--- src/rtl/pueo_command_decoder_rx_pkg.sv ---
//------------------------------------------------------------------------------
// pueo_cmd_pkg
// Shared definitions for the SURF-side command decoder: command type codes,
// the link training word, bit positions of the fields in the 32-bit link word,
// the command-processor FIFO entry layout and a small type classifier.
//------------------------------------------------------------------------------
package pueo_cmd_pkg;

   // Command type codes carried in the top nibble of the link word
   localparam logic [3:0] CMD_TYPE_BIT        = 4'b0000;
   localparam logic [3:0] CMD_TYPE_CPROC      = 4'b0001;
   localparam logic [3:0] CMD_TYPE_CPROC_LAST = 4'b0101;
   localparam logic [3:0] CMD_TYPE_NOP        = 4'b1010;

   // Idle pattern the TURF sends while the link is being trained
   localparam logic [31:0] TRAINING_WORD = 32'hA55A6996;

   // Field positions inside the link word
   localparam int TYPE_MSB      = 31;
   localparam int TYPE_LSB      = 28;
   localparam int LAST_BIT      = 30;
   localparam int DATA_MSB      = 27;
   localparam int DATA_LSB      = 16;
   localparam int USER_MSB      = 27;
   localparam int USER_LSB      = 24;
   localparam int BYTE_MSB      = 23;
   localparam int BYTE_LSB      = 16;
   localparam int TRIG_FLAG_BIT = 15;
   localparam int TRIG_MSB      = 14;
   localparam int TRIG_LSB      = 0;

   // Coarse classification of the type nibble
   typedef enum logic [1:0] {
      CLASS_BIT   = 2'd0,
      CLASS_CPROC = 2'd1,
      CLASS_NOP   = 2'd2,
      CLASS_RSVD  = 2'd3
   } cmdClass_t;

   // One command-processor byte as it sits in the FIFO
   typedef struct packed {
      logic [3:0] tuser;
      logic [7:0] tdata;
      logic       tlast;
   } cmdEntry_t;

   // Map a type nibble onto its class; anything unrecognised is reserved
   function automatic cmdClass_t decodeType(input logic [3:0] cmdType);
      case (cmdType)
         CMD_TYPE_BIT:                        return CLASS_BIT;
         CMD_TYPE_CPROC, CMD_TYPE_CPROC_LAST: return CLASS_CPROC;
         CMD_TYPE_NOP:                        return CLASS_NOP;
         default:                             return CLASS_RSVD;
      endcase
   endfunction

endpackage

--- src/rtl/pueo_command_decoder_rx_if.sv ---
//------------------------------------------------------------------------------
// pueo_command_decoder_rx_if
// Groups the two outgoing streams of the command decoder.
//   cmdproc_*  : command-processor byte stream (tdata/tuser/tlast/tvalid/tready)
//   trig_*     : trigger stream (tdata/tvalid/tready)
// master : the decoder (drives data/valid, receives ready)
// slave  : the downstream consumer
//------------------------------------------------------------------------------
interface pueo_command_decoder_rx_if;

   logic [7:0]  cmdproc_tdata;
   logic [3:0]  cmdproc_tuser;
   logic        cmdproc_tlast;
   logic        cmdproc_tvalid;
   logic        cmdproc_tready;
   logic [15:0] trig_tdata;
   logic        trig_tvalid;
   logic        trig_tready;

   modport master (
      output cmdproc_tdata,
      output cmdproc_tuser,
      output cmdproc_tlast,
      output cmdproc_tvalid,
      input  cmdproc_tready,
      output trig_tdata,
      output trig_tvalid,
      input  trig_tready
   );

   modport slave (
      input  cmdproc_tdata,
      input  cmdproc_tuser,
      input  cmdproc_tlast,
      input  cmdproc_tvalid,
      output cmdproc_tready,
      input  trig_tdata,
      input  trig_tvalid,
      output trig_tready
   );

endinterface

--- src/rtl/pueo_command_decoder_rx_sfifo.sv ---
//------------------------------------------------------------------------------
// pueo_cmd_sfifo
// Small synchronous FIFO, first-word-fall-through: o_rdData always shows the
// head entry and only moves on a pop, so it is stable while the reader stalls.
// A push into a full FIFO is accepted when a pop happens in the same cycle.
// Ports:
//   i_clk, i_rstN      : clock, asynchronous active-low reset
//   i_wrEn, i_wrData   : push request and data
//   i_rdEn             : pop request (ignored while empty)
//   o_rdData           : head entry
//   o_empty, o_full    : occupancy status
//------------------------------------------------------------------------------
module pueo_cmd_sfifo #(
   parameter int WIDTH = 8,
   parameter int DEPTH = 16
) (
   input  logic             i_clk,
   input  logic             i_rstN,
   input  logic             i_wrEn,
   input  logic [WIDTH-1:0] i_wrData,
   input  logic             i_rdEn,
   output logic [WIDTH-1:0] o_rdData,
   output logic             o_empty,
   output logic             o_full
);

   localparam int AW = (DEPTH > 1) ? $clog2(DEPTH) : 1;

   logic [WIDTH-1:0] r_mem [DEPTH];
   logic [AW:0]      r_wrPtr;
   logic [AW:0]      r_rdPtr;
   logic             w_push;
   logic             w_pop;

   // Pointers carry one extra wrap bit so full and empty can be told apart
   // when the low bits match.
   assign o_empty  = (r_wrPtr == r_rdPtr);
   assign o_full   = (r_wrPtr[AW] != r_rdPtr[AW]) &&
                     (r_wrPtr[AW-1:0] == r_rdPtr[AW-1:0]);
   assign w_pop    = i_rdEn && !o_empty;
   assign w_push   = i_wrEn && (!o_full || w_pop);
   assign o_rdData = r_mem[r_rdPtr[AW-1:0]];

   // Storage and pointer update. The array is cleared on reset so the data
   // outputs read zero straight out of reset.
   always_ff @(posedge i_clk or negedge i_rstN) begin
      if (!i_rstN) begin
         r_wrPtr <= '0;
         r_rdPtr <= '0;
         for (int i = 0; i < DEPTH; i++) begin
            r_mem[i] <= '0;
         end
      end else begin
         if (w_push) begin
            r_mem[r_wrPtr[AW-1:0]] <= i_wrData;
            r_wrPtr                <= r_wrPtr + 1'b1;
         end
         if (w_pop) begin
            r_rdPtr <= r_rdPtr + 1'b1;
         end
      end
   end

endmodule

--- src/rtl/pueo_command_decoder_rx.sv ---
//------------------------------------------------------------------------------
// pueo_command_decoder_rx
// SURF-side decoder for the TURF command link. Once per 8-clock sysclk cycle
// the deserialized word is captured, and on the next cycle (D) it is split
// into bit-command pulses, a command-processor byte stream and a trigger
// stream. The link cannot be stalled, so both streams are buffered in FIFOs
// and losses are reported through sticky overflow flags.
// Ports:
//   sysclk_i, rst_n_i   : clock, asynchronous active-low reset
//   sysclk_phase_i      : high on phase 0 of the 8-clock cycle
//   command_i           : link word, [31:28] type, [27:16] data, [15:0] trigger
//   bitcommand_o        : one-cycle bit-command pulses
//   m_axis              : command-processor and trigger streams (master side)
//   err_clear_i         : clears overflow flags and reserved counter
//   cmd_overflow_o      : sticky, a command byte was dropped
//   trig_overflow_o     : sticky, a trigger was dropped
//   reserved_count_o    : saturating count of reserved-type words
//   training_o          : only with PUEO_CMD_TRAINING_DETECT_EN defined; high
//                         after 4 consecutive training words
// Optional feature macro: PUEO_CMD_TRAINING_DETECT_EN
//------------------------------------------------------------------------------
module pueo_command_decoder_rx
   import pueo_cmd_pkg::*;
#(
   parameter int CAPTURE_PHASE   = 7,
   parameter int CMD_FIFO_DEPTH  = 16,
   parameter int TRIG_FIFO_DEPTH = 8
) (
   input  logic                        sysclk_i,
   input  logic                        rst_n_i,
   input  logic                        sysclk_phase_i,
   input  logic [31:0]                 command_i,
   output logic [11:0]                 bitcommand_o,
   pueo_command_decoder_rx_if.master   m_axis,
   input  logic                        err_clear_i,
   output logic                        cmd_overflow_o,
   output logic                        trig_overflow_o,
   output logic [7:0]                  reserved_count_o
`ifdef PUEO_CMD_TRAINING_DETECT_EN
   ,
   output logic                        training_o
`endif
);

   logic [2:0]  r_phase;
   logic        w_capture;
   logic [31:0] r_word;
   logic        r_decode;
   logic [11:0] r_bitCmd;
   logic        r_cmdOvf;
   logic        r_trigOvf;
   logic [7:0]  r_rsvdCnt;

   cmdClass_t   w_class;
   logic        w_cmdPush;
   cmdEntry_t   w_cmdIn;
   cmdEntry_t   w_cmdOut;
   logic        w_cmdEmpty;
   logic        w_cmdFull;
   logic        w_cmdDrop;
   logic        w_trigPush;
   logic [15:0] w_trigIn;
   logic        w_trigEmpty;
   logic        w_trigFull;
   logic        w_trigDrop;
   logic        w_rsvd;

   assign w_capture = (r_phase == 3'(CAPTURE_PHASE));

   // Local phase counter. The phase strobe marks phase 0, so the following
   // cycle is phase 1; otherwise it free-runs and wraps every 8 clocks.
   always_ff @(posedge sysclk_i or negedge rst_n_i) begin
      if (!rst_n_i) begin
         r_phase <= '0;
      end else if (sysclk_phase_i) begin
         r_phase <= 3'd1;
      end else begin
         r_phase <= r_phase + 3'd1;
      end
   end

   // Capture the link word and mark the next cycle as the decode cycle.
   // The bit-command field is decoded straight from the incoming word so the
   // pulse lands on the decode cycle out of a register and is zero elsewhere.
   always_ff @(posedge sysclk_i or negedge rst_n_i) begin
      if (!rst_n_i) begin
         r_word   <= '0;
         r_decode <= 1'b0;
         r_bitCmd <= '0;
      end else begin
         r_decode <= w_capture;
         if (w_capture) begin
            r_word <= command_i;
         end
         if (w_capture && (decodeType(command_i[TYPE_MSB:TYPE_LSB]) == CLASS_BIT)) begin
            r_bitCmd <= command_i[DATA_MSB:DATA_LSB];
         end else begin
            r_bitCmd <= '0;
         end
      end
   end

   assign bitcommand_o = r_bitCmd;

   // Decode-cycle actions on the captured word. Type bit 2 separates the
   // last byte of a command from the others, and the trigger half of the
   // word is handled regardless of type.
   assign w_class       = decodeType(r_word[TYPE_MSB:TYPE_LSB]);
   assign w_cmdPush     = r_decode && (w_class == CLASS_CPROC);
   assign w_cmdIn.tuser = r_word[USER_MSB:USER_LSB];
   assign w_cmdIn.tdata = r_word[BYTE_MSB:BYTE_LSB];
   assign w_cmdIn.tlast = r_word[LAST_BIT];
   assign w_trigPush    = r_decode && r_word[TRIG_FLAG_BIT];
   assign w_trigIn      = {1'b0, r_word[TRIG_MSB:TRIG_LSB]};
   assign w_rsvd        = r_decode && (w_class == CLASS_RSVD);

   // A push is lost only when the FIFO is full and nothing leaves it in the
   // same cycle; a full FIFO is never empty, so ready alone means a pop.
   assign w_cmdDrop  = w_cmdPush  && w_cmdFull  && !m_axis.cmdproc_tready;
   assign w_trigDrop = w_trigPush && w_trigFull && !m_axis.trig_tready;

   pueo_cmd_sfifo #(
      .WIDTH ($bits(cmdEntry_t)),
      .DEPTH (CMD_FIFO_DEPTH)
   ) u_cmdFifo (
      .i_clk    (sysclk_i),
      .i_rstN   (rst_n_i),
      .i_wrEn   (w_cmdPush),
      .i_wrData (w_cmdIn),
      .i_rdEn   (m_axis.cmdproc_tready),
      .o_rdData (w_cmdOut),
      .o_empty  (w_cmdEmpty),
      .o_full   (w_cmdFull)
   );

   pueo_cmd_sfifo #(
      .WIDTH (16),
      .DEPTH (TRIG_FIFO_DEPTH)
   ) u_trigFifo (
      .i_clk    (sysclk_i),
      .i_rstN   (rst_n_i),
      .i_wrEn   (w_trigPush),
      .i_wrData (w_trigIn),
      .i_rdEn   (m_axis.trig_tready),
      .o_rdData (m_axis.trig_tdata),
      .o_empty  (w_trigEmpty),
      .o_full   (w_trigFull)
   );

   assign m_axis.cmdproc_tdata  = w_cmdOut.tdata;
   assign m_axis.cmdproc_tuser  = w_cmdOut.tuser;
   assign m_axis.cmdproc_tlast  = w_cmdOut.tlast;
   assign m_axis.cmdproc_tvalid = !w_cmdEmpty;
   assign m_axis.trig_tvalid    = !w_trigEmpty;

   // Sticky error flags and reserved-word counter. A new event beats a
   // simultaneous clear, so nothing that happens during the clear is lost;
   // for the counter that means it restarts at one.
   always_ff @(posedge sysclk_i or negedge rst_n_i) begin
      if (!rst_n_i) begin
         r_cmdOvf  <= 1'b0;
         r_trigOvf <= 1'b0;
         r_rsvdCnt <= '0;
      end else begin
         if (w_cmdDrop) begin
            r_cmdOvf <= 1'b1;
         end else if (err_clear_i) begin
            r_cmdOvf <= 1'b0;
         end
         if (w_trigDrop) begin
            r_trigOvf <= 1'b1;
         end else if (err_clear_i) begin
            r_trigOvf <= 1'b0;
         end
         if (err_clear_i) begin
            r_rsvdCnt <= w_rsvd ? 8'd1 : 8'd0;
         end else if (w_rsvd && (r_rsvdCnt != 8'hFF)) begin
            r_rsvdCnt <= r_rsvdCnt + 8'd1;
         end
      end
   end

   assign cmd_overflow_o   = r_cmdOvf;
   assign trig_overflow_o  = r_trigOvf;
   assign reserved_count_o = r_rsvdCnt;

`ifdef PUEO_CMD_TRAINING_DETECT_EN
   logic [1:0] r_trainRun;
   logic       r_training;

   // Training detector. r_trainRun counts matches already seen (saturating
   // at 3), so a match with three behind it is the fourth in a row. Any other
   // captured word breaks the run and drops the indication.
   always_ff @(posedge sysclk_i or negedge rst_n_i) begin
      if (!rst_n_i) begin
         r_trainRun <= '0;
         r_training <= 1'b0;
      end else if (w_capture) begin
         if (command_i == TRAINING_WORD) begin
            if (r_trainRun == 2'd3) begin
               r_training <= 1'b1;
            end else begin
               r_trainRun <= r_trainRun + 2'd1;
            end
         end else begin
            r_trainRun <= '0;
            r_training <= 1'b0;
         end
      end
   end

   assign training_o = r_training;
`endif

endmodule
--- src/flat_wrapper.sv ---
// flat-port wrapper written by rule: the top's interface ports become plain ports
module pueo_command_decoder_rx_flat import pueo_cmd_pkg::*;
#(
   parameter int CAPTURE_PHASE   = 7,
   parameter int CMD_FIFO_DEPTH  = 16,
   parameter int TRIG_FIFO_DEPTH = 8
)
  (sysclk_i, rst_n_i, sysclk_phase_i, command_i, bitcommand_o, err_clear_i, cmd_overflow_o, trig_overflow_o, reserved_count_o, m_axis_cmdproc_tdata, m_axis_cmdproc_tuser, m_axis_cmdproc_tlast, m_axis_cmdproc_tvalid, m_axis_cmdproc_tready, m_axis_trig_tdata, m_axis_trig_tvalid, m_axis_trig_tready);
  pueo_command_decoder_rx_if m_axis_i ();
  input  logic sysclk_i;
  input  logic rst_n_i;
  input  logic sysclk_phase_i;
  input  logic [31:0] command_i;
  output logic [11:0] bitcommand_o;
  input  logic err_clear_i;
  output logic cmd_overflow_o;
  output logic trig_overflow_o;
  output logic [7:0] reserved_count_o;
  output wire logic [$bits(m_axis_i.cmdproc_tdata)-1:0] m_axis_cmdproc_tdata;
  output wire logic [$bits(m_axis_i.cmdproc_tuser)-1:0] m_axis_cmdproc_tuser;
  output wire logic [$bits(m_axis_i.cmdproc_tlast)-1:0] m_axis_cmdproc_tlast;
  output wire logic [$bits(m_axis_i.cmdproc_tvalid)-1:0] m_axis_cmdproc_tvalid;
  input wire logic [$bits(m_axis_i.cmdproc_tready)-1:0] m_axis_cmdproc_tready;
  output wire logic [$bits(m_axis_i.trig_tdata)-1:0] m_axis_trig_tdata;
  output wire logic [$bits(m_axis_i.trig_tvalid)-1:0] m_axis_trig_tvalid;
  input wire logic [$bits(m_axis_i.trig_tready)-1:0] m_axis_trig_tready;
  assign m_axis_cmdproc_tdata = m_axis_i.cmdproc_tdata;
  assign m_axis_cmdproc_tuser = m_axis_i.cmdproc_tuser;
  assign m_axis_cmdproc_tlast = m_axis_i.cmdproc_tlast;
  assign m_axis_cmdproc_tvalid = m_axis_i.cmdproc_tvalid;
  assign m_axis_i.cmdproc_tready = m_axis_cmdproc_tready;
  assign m_axis_trig_tdata = m_axis_i.trig_tdata;
  assign m_axis_trig_tvalid = m_axis_i.trig_tvalid;
  assign m_axis_i.trig_tready = m_axis_trig_tready;
  pueo_command_decoder_rx #(.CAPTURE_PHASE(CAPTURE_PHASE), .CMD_FIFO_DEPTH(CMD_FIFO_DEPTH), .TRIG_FIFO_DEPTH(TRIG_FIFO_DEPTH)) u_core (.sysclk_i(sysclk_i), .rst_n_i(rst_n_i), .sysclk_phase_i(sysclk_phase_i), .command_i(command_i), .bitcommand_o(bitcommand_o), .m_axis(m_axis_i), .err_clear_i(err_clear_i), .cmd_overflow_o(cmd_overflow_o), .trig_overflow_o(trig_overflow_o), .reserved_count_o(reserved_count_o));
endmodule
--- config.mk ---
export PLATFORM = sky130hd
export DESIGN_NAME = pueo_command_decoder_rx_flat
export DESIGN_NICKNAME = d
export VERILOG_FILES = /design/src/rtl/pueo_command_decoder_rx_pkg.sv /design/src/rtl/pueo_command_decoder_rx_if.sv /design/src/rtl/pueo_command_decoder_rx_sfifo.sv /design/src/rtl/pueo_command_decoder_rx.sv /design/src/flat_wrapper.sv
export SDC_FILE = /design/constraint.sdc
export NUM_CORES = 1
export LEC_CHECK = 0
export CORE_MARGIN = 4
export CORE_UTILIZATION = 60
export DETAILED_ROUTE_END_ITERATION = 6
export PLACE_DENSITY = 0.83
export SYNTH_ARGS = -nofsm -noshare
export SYNTH_HDL_FRONTEND = slang
export SYNTH_SLANG_ARGS = --single-unit
--- constraint.sdc ---
create_clock -name sysclk_i -period 4.7 [get_ports sysclk_i]
set_clock_uncertainty 0.1 [all_clocks]
set_input_delay 0.705 -clock sysclk_i [delete_from_list [all_inputs] [get_ports sysclk_i]]
set_output_delay 0.705 -clock sysclk_i [all_outputs]
set_load 0.02 [all_outputs]
==> flow_summary_export.csv <==
group,metric,value,unit
synthesis,avgSynthCellArea,14.9,um2
synthesis,ys_seq_elements,404,
synthesis,synth_edf_count,0,
placement,post-place-ws,1300,ps
cts,clk-insertion-delay-late,530,ps
worst_setup_path,max_stage_delay,940,ps
placement,finalWeightedCongestion,0.820,
worst_setup_path,cpMaxStageDelayCell,"dfrtp_2",
route,first_pass_iters,5,
cts,h-tree-depth,2,
worst_setup_path,path_class,"reg -> out",
floorplanning,rows,63,
timing,finalWorstSetupSlack,798,ps
timing,fin_crit,3900,ps
floorplanning,ios,91,
grt,grt_pass1_vias,12300,
synthesis,yosysMostFrequentCell,"dfrtp_1",
cts,postCtsHoldBufs,0,
synthesis,syn_nets,1258,
placement,place_inst,1642,
synthesis,synth.largest_area_cell,"dfrtp_1",
worst_setup_path,r2r-start,"u_core.u_cmdFifo.r_rdPtr[1]",
power,power_density,447,mW/mm2
layout,fin_util,70.2,%
synthesis,synth_cells,1210,
cts,clock-sinks,404,
worst_setup_path,r2r_cells,6,
route,num_vias,11400,
timing,tightest_slew,1240,ps
synthesis,ys_types,57,
floorplanning,start_util,60.9,%
layout,area.growth.synth_to_final,15.2,%
placement,dp_hpwl,26600,um
cts,cts_buffer_depth,3,
timing,hold_viol,0,
worst_setup_path,reg2reg_to,"u_core.u_cmdFifo.r_mem[185]",
flow_run,cap_violations,0,
grt,globalRouteOverflowTotal,0,
timing,setup_tns,0,ps
synthesis,seq_area_frac_synth,56.0,%
worst_setup_path,worstSetupStartpointType,"flop",
floorplanning,die_h,182,um
synthesis,ys_top_cells_by_area,"dfrtp_1 56%, mux2_2 13%, mux4_2 10%",
synthesis,syn_area,0.0181,mm2
route,ant_nets,0,
worst_setup_path,cp.buffers_inverters,2,
power,vdd_drop_max,399,uV
grt,grt_start_max_net_pins,116,
timing,rsz0062_at_grt,"no",
synthesis,ys.flop_type,"dfrtp_1",
worst_setup_path,cp.arrival,3100,ps
grt,grt_pass1_wl,69700,um
cts,root_buffer,"clkbuf_16",
floorplanning,core,0.0296,mm2
synthesis,async_reset_ff_share,100,%
cts,numCtsBuffers,42,
cts,post_cts_resized,0,
timing,timing.fmax,256,MHz
grt,grtUsageTotal,26.6,%
worst_setup_path,path_max_fanout,36,
worst_setup_path,crit_chain,"buf_4 > mux4_2 > a22oi_1 > nand2_1 > clkdlybuf4s50_1",
floorplanning,chipWidth,182,um
worst_setup_path,crit_required,3890,ps
placement,io_buffer_count,89,
layout,insertedDiodeCount,0,
synthesis,synthTopCellsByCount,"404 x dfrtp_1, 213 x mux2_2, 157 x o2bb2ai_1",
route,routedWlPerCell,25.3,um
layout,fin_nets,1344,
cts,cts_tree,"done",
power,p_leak,9.19,nW
cts,post_cts_buffers,0,
layout,fill_cells,1942,
cts,clk_pin_slew_worst_paths,60,ps
status,outcome,"complete, no violations",
worst_hold_path,hold_path.class,"in -> async",
route,routed_via_density,6.67,
timing,finalCritPeriodShare,83.0,%
worst_setup_path,rrSetupSlack,1440,ps
timing,finalSetupViolCount,0,
timing,relSlewSlack,17.5,%
timing,slew_viol_final,0,
layout,fin_cells,1716,
worst_setup_path,end_kind,"output port",
route,drt_iter0_drc,1067,
route,drcViolationCount,0,
worst_setup_path,path_delay_family,"buffers and inverters",
floorplanning,die_area,0.0329,mm2
layout,drive_gt1_share,33.3,%
power,totalPowerFinal,0.00930,W
synthesis,synth_warnings,0,
synthesis,synth_top_area_share,56.0,%
grt,grt_antenna_before_repair,0,
route,drt-total-wl,43400,um
## layer usage
metal	global-route usage (%)	vias to the layer above	routed length, um
met4	11.5	0	2020
li1	-	4817	-
met1	35.4	5962	17200
met5	0	-	0
met3	5.19	147	2910
met2	43.3	512	21200
## layout make-up
| type | count | area [um2] | share of cell area (%) |
|---|---|---|---|
| Timing Repair Buffer | 135 | 1290 | 6.21 |
| Tap cell | 390 | 488 | 2.35 |
| Sequential cell | 404 | 10100 | 48.6 |
| Inverter | 7 | 26.3 | 0.126 |
| Multi-Input combinational cell | 706 | 7500 | 36.1 |
| Clock inverter | 11 | 144 | 0.692 |
| Clock buffer | 63 | 1240 | 5.96 |
## worst max path at each step
| stage | start | depth (start not counted) | slack [ps] | endpoint |
|---|---|---|---|---|
| 4_1_cts | u_core.u_cmdFifo.r_rdPtr[0] | 5 | 780 | m_axis_cmdproc_tuser[0] |
| 3_3_place_gp | u_core.u_cmdFifo.r_rdPtr[0] | 5 | 1360 | m_axis_cmdproc_tdata[7] |
| 2_1_floorplan | u_core.u_cmdFifo.r_rdPtr[0] | 5 | 2170 | m_axis_cmdproc_tdata[3] |
| 5_1_grt | u_core.u_cmdFifo.r_rdPtr[0] | 5 | 650 | m_axis_cmdproc_tdata[1] |
| 6_report | u_core.u_cmdFifo.r_rdPtr[1] | 5 | 800 | m_axis_cmdproc_tdata[0] |
| 3_5_place_dp | m_axis_cmdproc_tready | 5 | 1300 | u_core.u_cmdFifo.r_mem[193] |
## cells in the final DEF, fill, tap and decap left out, drive strengths merged, types with 4 or more instances in the layout
cell type        n
a211oi           9
a21oi            7
a22oi           26
and2            15
buf             47
clkbuf          63
clkdlybuf4s50   88
clkinv           8
dfrtp          404
ha              10
inv              6
mux2           225
mux4            82
nand2           67
nand3            6
nand4            5
nor2             8
nor2b            8
nor3             4
o2111ai         13
o211ai           7
o2bb2ai        157
xnor2           11
xor2            11
## where the power goes
| group | total [W] | internal, W | switching, W |
|---|---|---|---|
| clock | 0.00330 | 0.00198 | 0.00132 |
| sequential | 0.00436 | 0.00374 | 0.000616 |
| combinational | 0.00164 | 0.000758 | 0.000884 |
| total | 0.00930 | 0.00649 | 0.00282 |
## logic make-up (layout without fill, tap and decap cells)
group	Yosys count	in the layout	synth area share, %
flip-flops	404	404	56.0
other	1	1	0.0208
AND/OR/NAND/NOR	129	129	3.51
multiplexers	309	309	24.6
adder cells (fa/ha/maj)	10	10	0.693
XOR/XNOR	22	22	1.15
buffers and inverters	100	216	2.58
AO/OA/AOI/OAI	235	235	11.5
## state kept, by name (all words and copies together), names as in the netlist
name	count
u_core.bitcommand_o	12
u_core.cmd_overflow_o	1
u_core.r_decode	1
u_core.r_phase	3
u_core.r_word	32
u_core.reserved_count_o	8
u_core.trig_overflow_o	1
u_core.u_cmdFifo.r_mem	208
u_core.u_cmdFifo.r_rdPtr	5
u_core.u_cmdFifo.r_wrPtr	5
u_core.u_trigFifo.r_mem	120
u_core.u_trigFifo.r_rdPtr	4
u_core.u_trigFifo.r_wrPtr	4
## through the flow
| step | hold slack, ps | instance area [um2] |
|---|---|---|
| floorplan | 309 | 18100 |
| global placement | 334 | 19400 |
| detailed placement | 368 | 19400 |
| CTS | 211 | 20800 |
| global route | 253 | 20800 |
| finish | 144 | 20800 |
Note: power is estimated with default switching activity, not from simulation.
